--- config.mk ---
export PLATFORM = sky130hd
export DESIGN_NAME = uarttx_frame
export DESIGN_NICKNAME = d
export VERILOG_FILES = /design/src/rtl/uarttx_frame_pkg.sv /design/src/rtl/uarttx_frame_bin2bcd_seq.sv /design/src/rtl/uarttx_frame.sv
export SDC_FILE = /design/constraint.sdc
export NUM_CORES = 1
export LEC_CHECK = 0
export BUFFER_PORTS_ARGS = -buffer_cell sky130_fd_sc_hd__buf_2
export CAP_MARGIN = 5
export CORE_MARGIN = 3
export CORE_UTILIZATION = 25
export DETAILED_ROUTE_END_ITERATION = 12
export PLACE_DENSITY = 0.4
export RECOVER_POWER = 50
export SLEW_MARGIN = 0
export SYNTH_ARGS = -nofsm -noshare
export SYNTH_HDL_FRONTEND = slang
export SYNTH_SLANG_ARGS = --single-unit
--- constraint.sdc ---
create_clock -name clk -period 5.2 [get_ports clk]
set_input_delay 0.52 -clock clk [delete_from_list [all_inputs] [get_ports clk]]
set_output_delay 0.52 -clock clk [all_outputs]
set_load 0.005 [all_outputs]
--- src/rtl/uarttx_frame_pkg.sv ---
// Shared constants for the ASCII parameter frame "P" + amp(4) + freq(6) + CR + LF.
// The receive-side frame parser imports the same byte constants and state encodings.
package uarttx_frame_pkg;

  localparam logic [7:0] HEADER_BYTE = 8'h50;
  localparam logic [7:0] CR_BYTE     = 8'h0D;
  localparam logic [7:0] LF_BYTE     = 8'h0A;
  localparam logic [7:0] ASCII_ZERO  = 8'h30;

  localparam int unsigned AMP_DIGITS  = 4;
  localparam int unsigned FREQ_DIGITS = 6;
  localparam logic [3:0]  LAST_IDX    = 4'd12;

  typedef enum logic [2:0] {
    StIdle,
    StConvAmp,
    StConvFreq,
    StLoad,
    StStrobe,
    StWaitAck,
    StWaitDone,
    StFinish
  } frame_state_e;

  typedef enum logic [1:0] {
    BcdIdle,
    BcdShift,
    BcdDone
  } bcd_state_e;

  function automatic logic [7:0] digit_ascii(input logic [3:0] digit);
    return ASCII_ZERO + {4'b0000, digit};
  endfunction

endpackage

--- src/rtl/uarttx_frame_bin2bcd_seq.sv ---
// Serial double-dabble: 20-bit binary to 6 BCD digits, one shift per cycle.
// start is honoured only when idle; done pulses one cycle after the 20th shift.
module uarttx_frame_bin2bcd_seq
  import uarttx_frame_pkg::*;
(
  input  logic        clk,
  input  logic        rst_n,
  input  logic        start,
  input  logic [19:0] bin,
  output logic        done,
  output logic [23:0] bcd
);

  bcd_state_e  state_q;
  logic [19:0] bin_q;
  logic [23:0] bcd_q;
  logic [23:0] bcd_adj;
  logic [4:0]  cnt_q;

  // Add-3 correction on every digit that would overflow past 9 after the shift.
  always_comb begin
    bcd_adj = bcd_q;
    for (int i = 0; i < 6; i++) begin
      if (bcd_q[i*4 +: 4] > 4'd4) begin
        bcd_adj[i*4 +: 4] = bcd_q[i*4 +: 4] + 4'd3;
      end
    end
  end

  always_ff @(posedge clk or negedge rst_n) begin
    if (!rst_n) begin
      state_q <= BcdIdle;
      bin_q   <= '0;
      bcd_q   <= '0;
      cnt_q   <= '0;
      done    <= 1'b0;
    end else begin
      unique case (state_q)
        BcdIdle: begin
          done <= 1'b0;
          if (start) begin
            bin_q   <= bin;
            bcd_q   <= '0;
            cnt_q   <= '0;
            state_q <= BcdShift;
          end
        end
        BcdShift: begin
          bcd_q <= {bcd_adj[22:0], bin_q[19]};
          bin_q <= {bin_q[18:0], 1'b0};
          cnt_q <= cnt_q + 5'd1;
          if (cnt_q == 5'd19) begin
            done    <= 1'b1;
            state_q <= BcdDone;
          end
        end
        BcdDone: begin
          done    <= 1'b0;
          state_q <= BcdIdle;
        end
        default: begin
          done    <= 1'b0;
          state_q <= BcdIdle;
        end
      endcase
    end
  end

  assign bcd = bcd_q;

endmodule

--- src/rtl/uarttx_frame.sv ---
// Builds the 13-byte "P" + amp + freq + CR + LF frame and hands it byte by byte
// to the UART byte transmitter over the wrsig/tx_busy handshake.
module uarttx_frame
  import uarttx_frame_pkg::*;
#(
  parameter logic [7:0]  HEADER   = HEADER_BYTE,
  parameter int unsigned AMP_MAX  = 9999,
  parameter int unsigned FREQ_MAX = 999999
) (
  input  logic        clk,
  input  logic        rst_n,
  input  logic [16:0] freq_in,
  input  logic [16:0] amp_in,
  input  logic        send,
  input  logic        tx_busy,
  output logic [7:0]  tx_data,
  output logic        wrsig,
  output logic        busy,
  output logic        done,
  output logic        sat
);

  frame_state_e state_q;
  logic [3:0]   idx_q;
  logic [15:0]  amp_bcd_q;
  logic [23:0]  freq_bcd_q;
  logic [19:0]  freq_lat_q;
  logic [19:0]  conv_bin_q;
  logic         conv_start_q;
  logic         conv_done;
  logic [23:0]  conv_bcd;

  logic         amp_over;
  logic         freq_over;
  logic [19:0]  amp_clamp;
  logic [19:0]  freq_clamp;
  logic [7:0]   frame_byte;

  always_comb begin
    amp_over   = 32'(amp_in) >= AMP_MAX;
    freq_over  = 32'(freq_in) >= FREQ_MAX;
    amp_clamp  = amp_over ? 20'(AMP_MAX) : {3'b000, amp_in};
    freq_clamp = freq_over ? 20'(FREQ_MAX) : {3'b000, freq_in};
  end

  always_comb begin
    frame_byte = HEADER;
    case (idx_q)
      4'd0:    frame_byte = HEADER;
      4'd1:    frame_byte = digit_ascii(amp_bcd_q[15:12]);
      4'd2:    frame_byte = digit_ascii(amp_bcd_q[11:8]);
      4'd3:    frame_byte = digit_ascii(amp_bcd_q[7:4]);
      4'd4:    frame_byte = digit_ascii(amp_bcd_q[3:0]);
      4'd5:    frame_byte = digit_ascii(freq_bcd_q[23:20]);
      4'd6:    frame_byte = digit_ascii(freq_bcd_q[19:16]);
      4'd7:    frame_byte = digit_ascii(freq_bcd_q[15:12]);
      4'd8:    frame_byte = digit_ascii(freq_bcd_q[11:8]);
      4'd9:    frame_byte = digit_ascii(freq_bcd_q[7:4]);
      4'd10:   frame_byte = digit_ascii(freq_bcd_q[3:0]);
      4'd11:   frame_byte = CR_BYTE;
      4'd12:   frame_byte = LF_BYTE;
      default: frame_byte = HEADER;
    endcase
  end

  uarttx_frame_bin2bcd_seq u_bin2bcd (
    .clk   (clk),
    .rst_n (rst_n),
    .start (conv_start_q),
    .bin   (conv_bin_q),
    .done  (conv_done),
    .bcd   (conv_bcd)
  );

  always_ff @(posedge clk or negedge rst_n) begin
    if (!rst_n) begin
      state_q      <= StIdle;
      idx_q        <= '0;
      amp_bcd_q    <= '0;
      freq_bcd_q   <= '0;
      freq_lat_q   <= '0;
      conv_bin_q   <= '0;
      conv_start_q <= 1'b0;
      tx_data      <= '0;
      wrsig        <= 1'b0;
      busy         <= 1'b0;
      done         <= 1'b0;
      sat          <= 1'b0;
    end else begin
      unique case (state_q)
        StIdle: begin
          done  <= 1'b0;
          wrsig <= 1'b0;
          if (send && !tx_busy) begin
            conv_bin_q   <= amp_clamp;
            freq_lat_q   <= freq_clamp;
            sat          <= amp_over | freq_over;
            busy         <= 1'b1;
            conv_start_q <= 1'b1;
            state_q      <= StConvAmp;
          end
        end
        StConvAmp: begin
          conv_start_q <= 1'b0;
          if (conv_done) begin
            amp_bcd_q    <= conv_bcd[15:0];
            conv_bin_q   <= freq_lat_q;
            conv_start_q <= 1'b1;
            state_q      <= StConvFreq;
          end
        end
        StConvFreq: begin
          conv_start_q <= 1'b0;
          if (conv_done) begin
            freq_bcd_q <= conv_bcd;
            idx_q      <= '0;
            state_q    <= StLoad;
          end
        end
        StLoad: begin
          // Byte and strobe launch together, so tx_data is valid for the whole strobe.
          if (!tx_busy) begin
            tx_data <= frame_byte;
            wrsig   <= 1'b1;
            state_q <= StStrobe;
          end
        end
        StStrobe: begin
          wrsig   <= 1'b0;
          state_q <= StWaitAck;
        end
        StWaitAck: begin
          if (tx_busy) begin
            state_q <= StWaitDone;
          end
        end
        StWaitDone: begin
          if (!tx_busy) begin
            if (idx_q == LAST_IDX) begin
              done    <= 1'b1;
              busy    <= 1'b0;
              state_q <= StFinish;
            end else begin
              idx_q   <= idx_q + 4'd1;
              state_q <= StLoad;
            end
          end
        end
        StFinish: begin
          done    <= 1'b0;
          state_q <= StIdle;
        end
        default: begin
          state_q <= StIdle;
        end
      endcase
    end
  end

endmodule

# Yosys cells after proc, flatten, opt, wreduce, memory -nomap -nowiden
# Index checks and enable logic that the tools add are counted.
# totals
register_bits	149
inputBits	38
out_inout_bits	12
wordCells	145
# op_classes
n_addsub	18
n_lt_le_gt_ge	7
eq_ne	31
n_mux	45
n_bitwise	1
n_reduce_logical	26
# op_table
operator	n
7-bit one-hot mux with 12 select lines	1
20-bit one-hot mux with 2 select lines	2
6-bit by 4-bit adder with 7-bit output, first input constant	10
20-bit two-way mux	3
24-bit one-hot mux with 2 select lines	1
4-bit two-way mux	8
4-bit by 3-bit > comparator with 1-bit output, second input constant	6
24-bit two-way mux	1
3-bit two-way mux	8
3-bit one-hot mux with 8 select lines	1
4-bit by 2-bit adder with 4-bit output, second input constant	5
4-bit equality test, second input constant	5
17-bit by 14-bit >= comparator with 1-bit output, second input constant	1
17-bit two-way mux	1
4-bit by 3-bit equality test with 1-bit output, second input constant	4
2-bit AND reduction	8
2-bit inequality test, second input constant	7
3-bit equality test, second input constant	4
2-bit nonzero test	6
5-bit one-hot mux with 2 select lines	1
1-bit two-way mux	9
4-bit by 2-bit equality test with 1-bit output, second input constant	2
4-bit one-hot mux with 2 select lines	1
4-bit AND reduction	2
other kinds (23)	31

# Logic depth before layout (Yosys ltp)
# Gate-level depths: netlist of the first run.
# logic_depth
depth_word	4
ltp_mapped	9

# Hierarchy
# From an unflattened synthesis of the first run, not the netlist that was laid out.
# hier_totals
cells_unflattened	697
area_unflattened_um2	7004.2
# modules_own_cells
module	n_inst	cells_each	area_per_inst_um2
uarttx_frame	1	437	4394.2
uarttx_frame_bin2bcd_seq	1	260	2610.0

# Worst setup path before layout of the first run
# Ideal clock, no wire load.
# synth_path
path_kind	register -> register
start	register state_q[0]
end	register conv_bin_q[0]
setup_ps	123
arrival_time_ps	1844
slack_ps	3234
stages_incl_launch_ff	9
period_less_slack_ps	1966
path_cell_list	dfrtp_1 > inv_1 > ha_1 > clkbuf_1 > a221oi_4 > o21ai_2 > buf_6 > or3_1 > o221a_2
# synth_between
elab_chain_cells	3
# synth_lines
item	line_no	source
start: declaration	uarttx_frame.sv:23	frame_state_e state_q;
start signal: assignment	uarttx_frame.sv:77	state_q <= StIdle;
start signal: assignment	uarttx_frame.sv:100	state_q <= StConvAmp;
start signal: assignment	uarttx_frame.sv:109	state_q <= StConvFreq;
3-bit by 1-bit equality test with 1-bit output or 3-bit logical NOT (tied branches)	uarttx_frame.sv:90	unique case (state_q)
2-bit by 1-bit inequality test with 1-bit output (no source line) (tied with other cells)	--	
3-bit AND reduction (no source line)	--	
end signal: assignment	uarttx_frame.sv:95	conv_bin_q <= amp_clamp;
end signal: assignment	uarttx_frame.sv:107	conv_bin_q <= freq_lat_q;
end: declaration	uarttx_frame.sv:28	logic [19:0] conv_bin_q;
# Parallel ways exist; a longest one is shown, timed or not.
# A chain may end at the register's enable or synchronous reset.

==> run metrics, run 1 <==
Placement Setup Slack=approximately 2.1 ns; H-tree depth=4; DRT Pass-1 Iters=5; Slowest-stage cell, CP=clkbuf_2; cell family with most CP delay=buffers and inverters; postcts setup bufs=0; drt total wl=roughly 17,000 um; WHS Endpoint=freq_lat_q[13]; share of layout cells above drive strength 1=0.204; static leakage=approximately 3.4 nW; fill cell count=~2,700; Cell Area, Synth=approximately 6700 um^2; CTS sink count=145; Iter 0 DRT Violations=365; most common library cells after synthesis=dfrtp_1 (145), nand2_1 (57), o21ai_0 (47), o22ai_1 (45), mux2_2 (43); worst path cell trace=clkbuf_2, clkbuf_2; GRT overflow=0; Die H=roughly 170 um; crit path max fanout=100; GRT Overall Usage=0.121; gpl congestion=0.748; Clock power frac=0.247; fmax=between 300 and 400 MHz; Mapped Cells=631; I/O pins=50; Area growth, synth to finish=17.1%; most frequent CP cell=clkbuf_2; max-slew violations=101; Multi-input gate area=between 2000 and 3000 um^2; vias in the first global route=around 5,200; max-cap viol count=1; Hold Path Class=in -> reg; Seq pwr share=0.393; initial core utilization=0.256; Mapped Nets=~700; Fin. Hold Viols=0; peak supply drop=approximately 0.23 mV; Adder-Cell Fraction of Synth Area=0.0279; CTS tree=yes; startpoint types=primary input; post-CTS sizing=0; CTS buffer count=17; initial antenna violation count=0; core region area=around 26,000 um^2; Clock Latency Late Sink=roughly 0.42 ns; # nets final=around 720; Compound-Gate Fraction of Synth Area=0.202; crit end category=asynchronous set/reset pin; FF-to-FF End=amp_bcd_q[3]; first-pass GRT wire length=approximately 28,000 um; largest family of logic cells by synthesized area=compound AO/OA/AOI/OAI gates; count leader, synth=dfrtp_1; register area share after synthesis=0.540; DRC Markers=0; Top FF cell, synth=dfrtp_1; Row Count=just under 60; setup_tns=0 ns; final worst slack=around 2.0 ns; Die ar.=between 20,000 and 30,000 um^2; largest net degree at the start of global routing=about 100; final setup fails=0; # hold bufs at CTS=0; Min Hold Slack=0.332 ns; Internal Dissipation=3.24 mW; Clock Skews=0.0103 ns; failing checks=capacitance limit, slew limit; Async SR Flop Fraction=1.00; PwrDens=between 600 and 700 nW/um^2; Distinct cells, synth=between 50 and 60; Hold Path Origin=freq_in[13]; input/output buffers=between 40 and 50; max incr delay on CP=approximately 1.8 ns; Vias/cell=between 4 and 5; max_slew headroom=-0.685; largest area contributor in the netlist=dfrtp_1; Crit Path Category=in -> async; Combinational Power Share=0.360; yosys warns=0; Arrival @ worst endpoint=~3.5 ns; via count=a little under 5,000; WL/cell=16.6 um; top post-synthesis cells by area=dfrtp_1 (54%), mux2_2 (7.2%), o22ai_1 (4.2%), o21ai_0 (3.5%), nand2_1 (3.2%); worst r2r src=state_q[1]; register area=approximately 3600 um^2; Final min period=3.17 ns; HPWL reported at the end of detailed placement=11,400 um; Yosys reg bits=approximately 150; post-synthesis xor/xnor area fraction=0.00913; outcome=finished, violations left; post-synthesis simple-gate area fraction=0.0998; reg2reg path depth=5; diode count=0; actual slew at the worst max-slew pin=between 2 and 3 ns; switching share of total power=0.378; Tot Pwr=approximately 5.2 mW; worst path required time=around 5.5 ns; Switch Pwr=1.97 mW; root buffer cell=clkbuf_16; Die Width=170 um; R2R Setup Slk=2.12 ns; top-area cell type share of the netlist area=0.540; Clock Tree Buf Depth=2; Worst-path clk slew=0.06 ns; EDFF count, synth=0; Bufs and invs on worst path=2; unrepaired setup endpoints after global routing=false; Final period util=0.609; multiplexer share of the synthesized area=0.0766; Syn Area/Cell=~11 um^2; Hold Crit Depth=2; Detail Route Antenna Nets=0
cells by family after synthesis:
family,Yosys count
DFF,145
AOI/OAI and AO/OA,203
muxes,46
xor gates and xnor gates,7
adders and majority gates,15
other,1
and+or+nand+nor,142
buffers and inverters,72
per-stage QoR:
step / instances / instance area (um^2) / util
finish: 1012 / 7870 / 0.300
global route: 1012 / 7870 / 0.300
CTS: 1012 / 7880 / 0.301
detailed placement: 981 / 7270 / 0.277
global placement: 981 / 7270 / 0.277
floorplan: 631 / 6720 / -
cell type report:
| type | instances | share of cell area |
|---|---|---|
| Timing Repair Buffer | 55 | 0.0358 |
| Tap cell | 335 | 0.0533 |
| Sequential cell | 145 | 0.461 |
| Clock inverter | 13 | 0.0239 |
| Clock buffer | 18 | 0.0546 |
| Inverter | 32 | 0.0153 |
| Multi-Input combinational cell | 414 | 0.356 |
power by group through the flow:
stage,combinational (mW),sequential [mW],clock [mW]
floorplan,1.53,1.87,0
global placement,1.84,2.05,0
detailed placement,1.90,2.07,0
CTS,1.91,2.05,1.32
global route,2.13,2.12,1.38
finish,1.87,2.05,1.29
flip-flops by register name (all words and copies together) (netlist names):
name,cells
freq_lat_q,17
wrsig,1
u_bin2bcd.state_q,2
done,1
conv_bin_q,17
state_q,3
u_bin2bcd.cnt_q,5
u_bin2bcd.bin_q,20
amp_bcd_q,16
conv_start_q,1
u_bin2bcd.bcd,24
tx_data,7
freq_bcd_q,24
busy,1
idx_q,4
u_bin2bcd.done,1
sat,1
how the worst max path moves through the flow:
stage	start	end	slack, ns	cells after the start
finish	rst_n	u_bin2bcd.bcd[4]	2.03	2
global route	rst_n	u_bin2bcd.bin_q[16]	1.30	2
CTS	state_q[1]	amp_bcd_q[3]	2.07	5
detailed placement	state_q[1]	amp_bcd_q[3]	2.08	5
global placement	state_q[1]	amp_bcd_q[15]	2.19	5
floorplan	state_q[0]	conv_bin_q[0]	3.23	8
routing by layer:
| metal | track usage | vias to the layer above | part of all wire |
|---|---|---|---|
| li1 | - | 2396 | - |
| met4 | 0.0314 | 0 | 0.0082 |
| met1 | 0.161 | 2442 | 0.48 |
| met5 | 0 | - | 0 |
| met3 | 0.0316 | 11 | 0.038 |
| met2 | 0.198 | 92 | 0.47 |
layout by cell type (no fill, tap or decap), types with 15 or more instances in the layout:
master,n
nand2_1,57
clkbuf_16,17
buf_2,40
inv_1,29
mux2_2,43
a21oi_1,39
ha_1,15
o22ai_1,45
dfrtp_1,145
nor2_1,18
nand3_1,23
o21ai_0,47
Note: power is estimated with default switching activity, not from simulation.
==> run 2: changes to the inputs <==
Clock period 5.2 ns to 3.1 ns, I/O delays scaled along.
==> run metrics, run 2 (synthesis results as in run 1) <==
core region area=26,200 um^2 (unchanged); Arrival @ worst endpoint=2.61 ns (-0.90 ns); Clock power frac=0.232 (-0.015); Hold Path Class=in -> reg; DRC Markers=0 (unchanged); Clock Tree Buf Depth=2 (unchanged); static leakage=3.46 nW (+1.1%); CP startpoint=state_q[0]; actual slew at the worst max-slew pin=2.36 ns (-0.169 ns); Combinational Power Share=0.372 (+0.012); R2R Setup Slk=0.79 ns (-1.33 ns); Die Width=170 um (unchanged); share of layout cells above drive strength 1=0.223 (+0.0189); Slowest-stage cell, CP=nor2b_1; Fin. Hold Viols=0 (unchanged); root buffer cell=clkbuf_16; startpoint types=register; input/output buffers=48 (unchanged); Placed Area=7330 um^2 (+0.90%); setup_tns=0 ns (unchanged); Iter 0 DRT Violations=345 (-5.5%); post-layout util=0.301 (+0.00119); Area growth, synth to finish=17.6%; gpl congestion=0.740 (-1.0%); CTS sink count=145 (unchanged); most frequent cells in the layout=dfrtp_1 (145), nand2_1 (57), o21ai_0 (47); max incr delay on CP=0.50 ns (-1.26 ns); CTS buffer count=17 (unchanged); PwrDens=1100 nW/um^2 (+66%); Worst-path clk slew=0.07 ns (about the same); post-CTS sizing=0 (unchanged); Clock Latency Late Sink=0.42 ns (about the same); peak supply drop=0.423 mV (+82%); max-slew violations=91 (-9.9%); drt total wl=17,100 um (+2.1%); Hold Path Origin=freq_in[9]; unrepaired setup endpoints after global routing=false; GRT Overall Usage=0.124 (+0.00304); Crit Path Category=reg -> reg; Detail Route Antenna Nets=0 (unchanged); CP Capture Point=conv_bin_q[13]; DRT Pass-1 Iters=5 (unchanged); postcts setup bufs=0 (unchanged); diode count=0 (unchanged); commonest non-fill, non-tap cell in the layout=dfrtp_1; final setup fails=0 (unchanged); Die H=170 um (unchanged); I/O pins=50 (unchanged); via count=5,044 (+2.1%); Vias/cell=4.94 (+1.1%); failing checks=capacitance limit, slew limit; Final period util=0.745; switching share of total power=0.388 (+0.0104); max-cap viol count=1 (unchanged); reg2reg path depth=6 (+1); crit end category=register; max_slew headroom=-0.572 (+0.113); Seq pwr share=0.396 (+0.003); initial core utilization=0.256 (unchanged); FF-to-FF End=conv_bin_q[13]; worst path cell trace=inv_1, ha_1, a221oi_4, nor2b_1, nand2_2, o221a_2; crit path max fanout=9 (-91%); H-tree depth=4 (unchanged); worst r2r src=state_q[0]; non-filler cells in the finished layout=1,022 (+0.99%); fmax=around 430 MHz; Switch Pwr=3.36 mW (+71%); Tot Pwr=8.66 mW (+66%); Final min period=2.31 ns; CTS tree=yes; Post-Place Cells=990 (+0.92%); vias in the first global route=5,379 (+4.2%); WL/cell=16.8 um (+1.1%); Internal Dissipation=5.30 mW (+63%); largest net degree at the start of global routing=91 (-9.9%); Row Count=59 (unchanged); initial antenna violation count=0 (unchanged); GRT overflow=0 (unchanged); Clock Skews=0.0112 ns (+0.000872 ns); worst path required time=3.40 ns (-2.14 ns); Final Instance Area=7900 um^2 (+0.40%); first-pass GRT wire length=28,700 um (+2.8%); outcome=finished, violations left; # hold bufs at CTS=0 (unchanged); # nets final=727 (+1.3%); Die ar.=28,900 um^2 (unchanged); HPWL reported at the end of detailed placement=12,000 um (+5.7%)
run 2: cell types whose count changed in the layout (fill, tap and decap cells not counted), sizes merged:
cell / previous run / this run
buf: 46 / 60
bufinv: 4 / 1
clkbuf: 27 / 23
clkinv: 6 / 5
clkinvlp: 3 / 4
inv: 32 / 35
run 2: worst min-delay path by stage:
| stage | endpoint | slack, ns | cells past startpoint |
|---|---|---|---|
| 2_1_floorplan | amp_bcd_q[0] | 0.01 | 0 |
| 3_3_place_gp | u_bin2bcd.bcd[9] | 0.45 | 1 |
| 3_5_place_dp | u_bin2bcd.bcd[9] | 0.47 | 1 |
| 4_1_cts | u_bin2bcd.bcd[9] | 0.008 | 1 |
| 5_1_grt | freq_lat_q[10] | 0.1 | 2 |
| 6_report | freq_lat_q[9] | 0.12 | 2 |
run 2: power by group through the flow:
| stage | clock [mW] | sequential [mW] | combinational (mW) |
|---|---|---|---|
| 4_1_cts | 2.07 | 3.44 | 3.25 |
| 3_5_place_dp | 0 | 3.47 | 3.24 |
| 3_3_place_gp | 0 | 3.45 | 3.14 |
| 6_report | 2.01 | 3.43 | 3.22 |
| 2_1_floorplan | 0 | 3.14 | 2.57 |
| 5_1_grt | 2.16 | 3.55 | 3.64 |
run 2: layout make-up:
cell class                 count  area, um^2
multi-input combinational    414        2800
clock inverter                13         126
sequential                   145        3630
inverter                      32         120
fill                        2702       18300
clock buffer                  19         453
timing repair buffer          64         353
tap                          335         419
run 2: critical path: cells and delay by family, from the launching register on:
kind,cells,cell delay [ns]
compound gates,2,0.67
fa+ha+maj,1,0.33
buf+inv,1,0.09
flops,1,0.38
simple gates,2,0.74
run 2: per-layer routing:
metal	vias to the layer above	wire, um	global-route usage
met3	22	524	0.0262
li1	2421	-	-
met1	2503	8460	0.169
met2	98	7890	0.198
met5	-	0	0
met4	0	270	0.0413
run 2: per-stage QoR:
step                hold slack, ns  setup WS, ns
global route                0.0998         0.327
CTS                        0.00773         0.797
global placement             0.454         0.946
detailed placement           0.466         0.812
floorplan                   0.0144          1.13
finish                       0.120         0.790
==> run 3: changes to the inputs <==
Settings changed: ABC_AREA set to 1, PLACE_DENSITY 0.4 to 0.41.
Clock period 3.1 ns to 1.9 ns, I/O delays scaled along.
==> run metrics, run 3 <==
outcome=complete, no violations; Seq pwr share=0.377 (-0.019); WL/cell=13.9 um (-17%); register area=3630 um^2 (unchanged); worst r2r src=state_q[1]; Distinct cells, synth=38 (-30%); met2 Use GR=0.195 (-0.00338); setup_tns=0 ns (unchanged); Yosys reg bits=145 (unchanged); initial antenna violation count=0 (unchanged); Cell Area, Synth=7100 um^2 (+5.6%); Mapped Nets=916 (+34%); Arrival @ worst endpoint=2.01 ns (-0.60 ns); commonest non-fill, non-tap cell in the layout=nand2_1; Multi-input gate area=2920 um^2 (+4.2%); Fin. Hold Viols=0 (unchanged); max incr delay on CP=0.41 ns (-0.09 ns); max_slew headroom=0.131 (+0.703); fmax=585 MHz (+35%); Clock Tree Buf Depth=2 (unchanged); initial core utilization=0.255 (-0.00159); Hold Path Origin=amp_in[10]; switching share of total power=0.380 (-0.00790); Clock power frac=0.260 (+0.028); Slowest-stage cell, CP=dfrtp_1; CTS sink count=145 (unchanged); Final min period=1.71 ns (-0.601 ns); crit path max fanout=20 (+11); PwrDens=1670 nW/um^2 (+52%); max-slew violations=0 (-100%); Die H=174 um (+2.7%); max-cap viol count=0 (-1); # nets final=980 (+35%); Area growth, synth to finish=21.6%; Top FF cell, synth=dfrtp_1; input/output buffers=48 (unchanged); Iter 0 DRT Violations=388 (+12%); GR Util met3=0.0288 (+0.00259); Internal Dissipation=8.94 mW (+69%); CTS buffer count=17 (unchanged); Combinational Power Share=0.363 (-0.009); largest area contributor in the netlist=dfrtp_1; core region area=27,900 um^2 (+6.3%); Syn Area/Cell=8.22 um^2 (-23%); worst path cell trace=inv_1, ha_2, inv_2, nor2_8, nand2_4, o21ai_2, nand2_2, buf_4, nor2_1, a21oi_1; Final period util=0.900 (+0.154); Crit Path Category=reg -> reg; post-layout util=0.310 (+0.00841); GRT Max-Usage Layer=met2; Detail Route Antenna Nets=0 (unchanged); startpoint types=register; M1 GR Usage=0.173 (+0.00376); EDFF count, synth=0 (unchanged); Placement Setup Slack=0.108 ns (-0.704 ns); H-tree depth=4 (unchanged); non-filler cells in the finished layout=1,317 (+29%); largest net degree at the start of global routing=49 (-46%); top post-synthesis cells by area=dfrtp_1 (51%), nand2_1 (11%), o21ai_0 (8.5%), nor2_1 (4.7%), inv_1 (3.9%); Die ar.=30,400 um^2 (+5.4%); Die Width=174 um (+2.7%); worst path required time=2.20 ns (-1.20 ns); Bufs and invs on worst path=3 (+2); Post-Place Cells=1,268 (+28%); vias in the first global route=5,695 (+5.9%); peak supply drop=0.654 mV (+55%); Hold Path Class=in -> reg; DRC Markers=0 (unchanged); Worst-path clk slew=0.06 ns (about the same); drt total wl=18,300 um (+6.7%); most frequent cells in the layout=nand2_1 (201), dfrtp_1 (145), o21ai_0 (121); unrepaired setup endpoints after global routing=false; count leader, synth=nand2_1; postcts setup bufs=0 (unchanged); top-area cell type share of the netlist area=0.511 (-0.0289); cell family with most CP delay=simple AND/OR/NAND/NOR gates; crit end category=register; GRT overflow=0 (unchanged); most common library cells after synthesis=nand2_1 (201), dfrtp_1 (145), o21ai_0 (121), nor2_1 (89), inv_1 (73); yosys warns=0 (unchanged); register area share after synthesis=0.511 (-0.0289); CTS tree=yes; final worst slack=0.191 ns (-0.599 ns); first-pass GRT wire length=30,200 um (+5.4%); CP startpoint=state_q[1]; GRT Overall Usage=0.124 (+0.000200); share of layout cells above drive strength 1=0.129 (-0.0938); Clock Skews=0.00884 ns (-0.00234 ns); DRT Pass-1 Iters=5 (unchanged); static leakage=4.15 nW (+20%); HPWL reported at the end of detailed placement=12,800 um (+6.8%); diode count=0 (unchanged); Vias/cell=4.40 (-11%); Async SR Flop Fraction=1.00 (unchanged); I/O pins=50 (unchanged); actual slew at the worst max-slew pin=1.30 ns (-1.05 ns); via count=5,796 (+15%); Mapped Cells=863 (+37%); root buffer cell=clkbuf_16; Switch Pwr=5.48 mW (+63%); final setup fails=0 (unchanged); Row Count=61 (+3.4%); fill cell count=3,023 (+12%); gpl congestion=0.775 (+4.6%); Clock Latency Late Sink=0.42 ns (about the same)
run 3: cell count changes after synthesis, sizes merged, moves of 23 or more:
| cell | change |
|---|---|
| nand2 | +146 |
| o21ai | +80 |
| nor2 | +75 |
| inv | +49 |
| mux2 | -43 |
| o22ai | -38 |
| nand3 | +31 |
| nand4 | +23 |
run 3: timing repair:
| item | CTS | global route |
|---|---|---|
| hold buffers | 18 | 0 |
| hold endpoints to repair | 60 | 0 |
| setup endpoints to repair | 0 | 3 |
| gates resized for setup | 0 | 5 |
run 3: metal layers:
layer | wire length [um] | share of wire | vias up
li1 | - | - | 2975
met4 | 201 | 0.011 | 0
met3 | 585 | 0.032 | 13
met5 | 0 | 0 | -
met2 | 8370 | 0.46 | 77
met1 | 9140 | 0.50 | 2731
run 3: power by group through the flow:
stage | clock [mW] | sequential, mW | combinational, mW
finish | 3.75 | 5.43 | 5.24
global route | 4.03 | 5.60 | 6.12
CTS | 3.89 | 5.45 | 5.33
detailed placement | 0 | 5.49 | 5.28
global placement | 0 | 5.50 | 5.26
floorplan | 0 | 5.16 | 4.03
run 3: metrics by stage:
stage               hold WS, ns  total power [mW]  area [um^2]
global placement          0.182              10.8         7790
detailed placement        0.176              10.8         7790
finish                    0.115              14.4         8630
global route              0.116              15.8         8630
CTS                      0.0858              14.7         8630
floorplan                -0.106              9.19         7100
run 3: kinds of logic after synthesis:
logic type,share of synthesized area
xor gates and xnor gates,0.00987
AOI/OAI and AO/OA,0.142
other,0.000528
adders and majority gates,0.0264
buffers and inverters,0.0800
and+or+nand+nor,0.230
DFF,0.511
run 3: area by class of cell:
type                            instances  area share
Timing Repair Buffer                   90      0.0742
Clock inverter                          9      0.0206
Multi-Input combinational cell        592       0.338
Clock buffer                           22      0.0561
Tap cell                              378      0.0548
Inverter                               81      0.0358
Sequential cell                       145       0.420
run 3: worst register-to-register path, delay by kind of cell (launching register included):
family          cells  cell delay (ns)
simple gates        4             0.45
flops               1             0.41
buf+inv             3             0.38
compound gates      2             0.15
fa+ha+maj           1             0.21
run 3: final timing paths:
path | end | slack, ns | depth (start not counted)
min in group asynchronous | tx_data[3] | 0.60 | 2
worst max-delay path | conv_bin_q[7] | 0.19 | 10
max in group asynchronous | freq_bcd_q[15] | 0.37 | 3
worst min register to register | freq_lat_q[13] | 0.47 | 2
worst min-delay path | conv_bin_q[10] | 0.11 | 5
worst max register to register | conv_bin_q[7] | 0.19 | 10
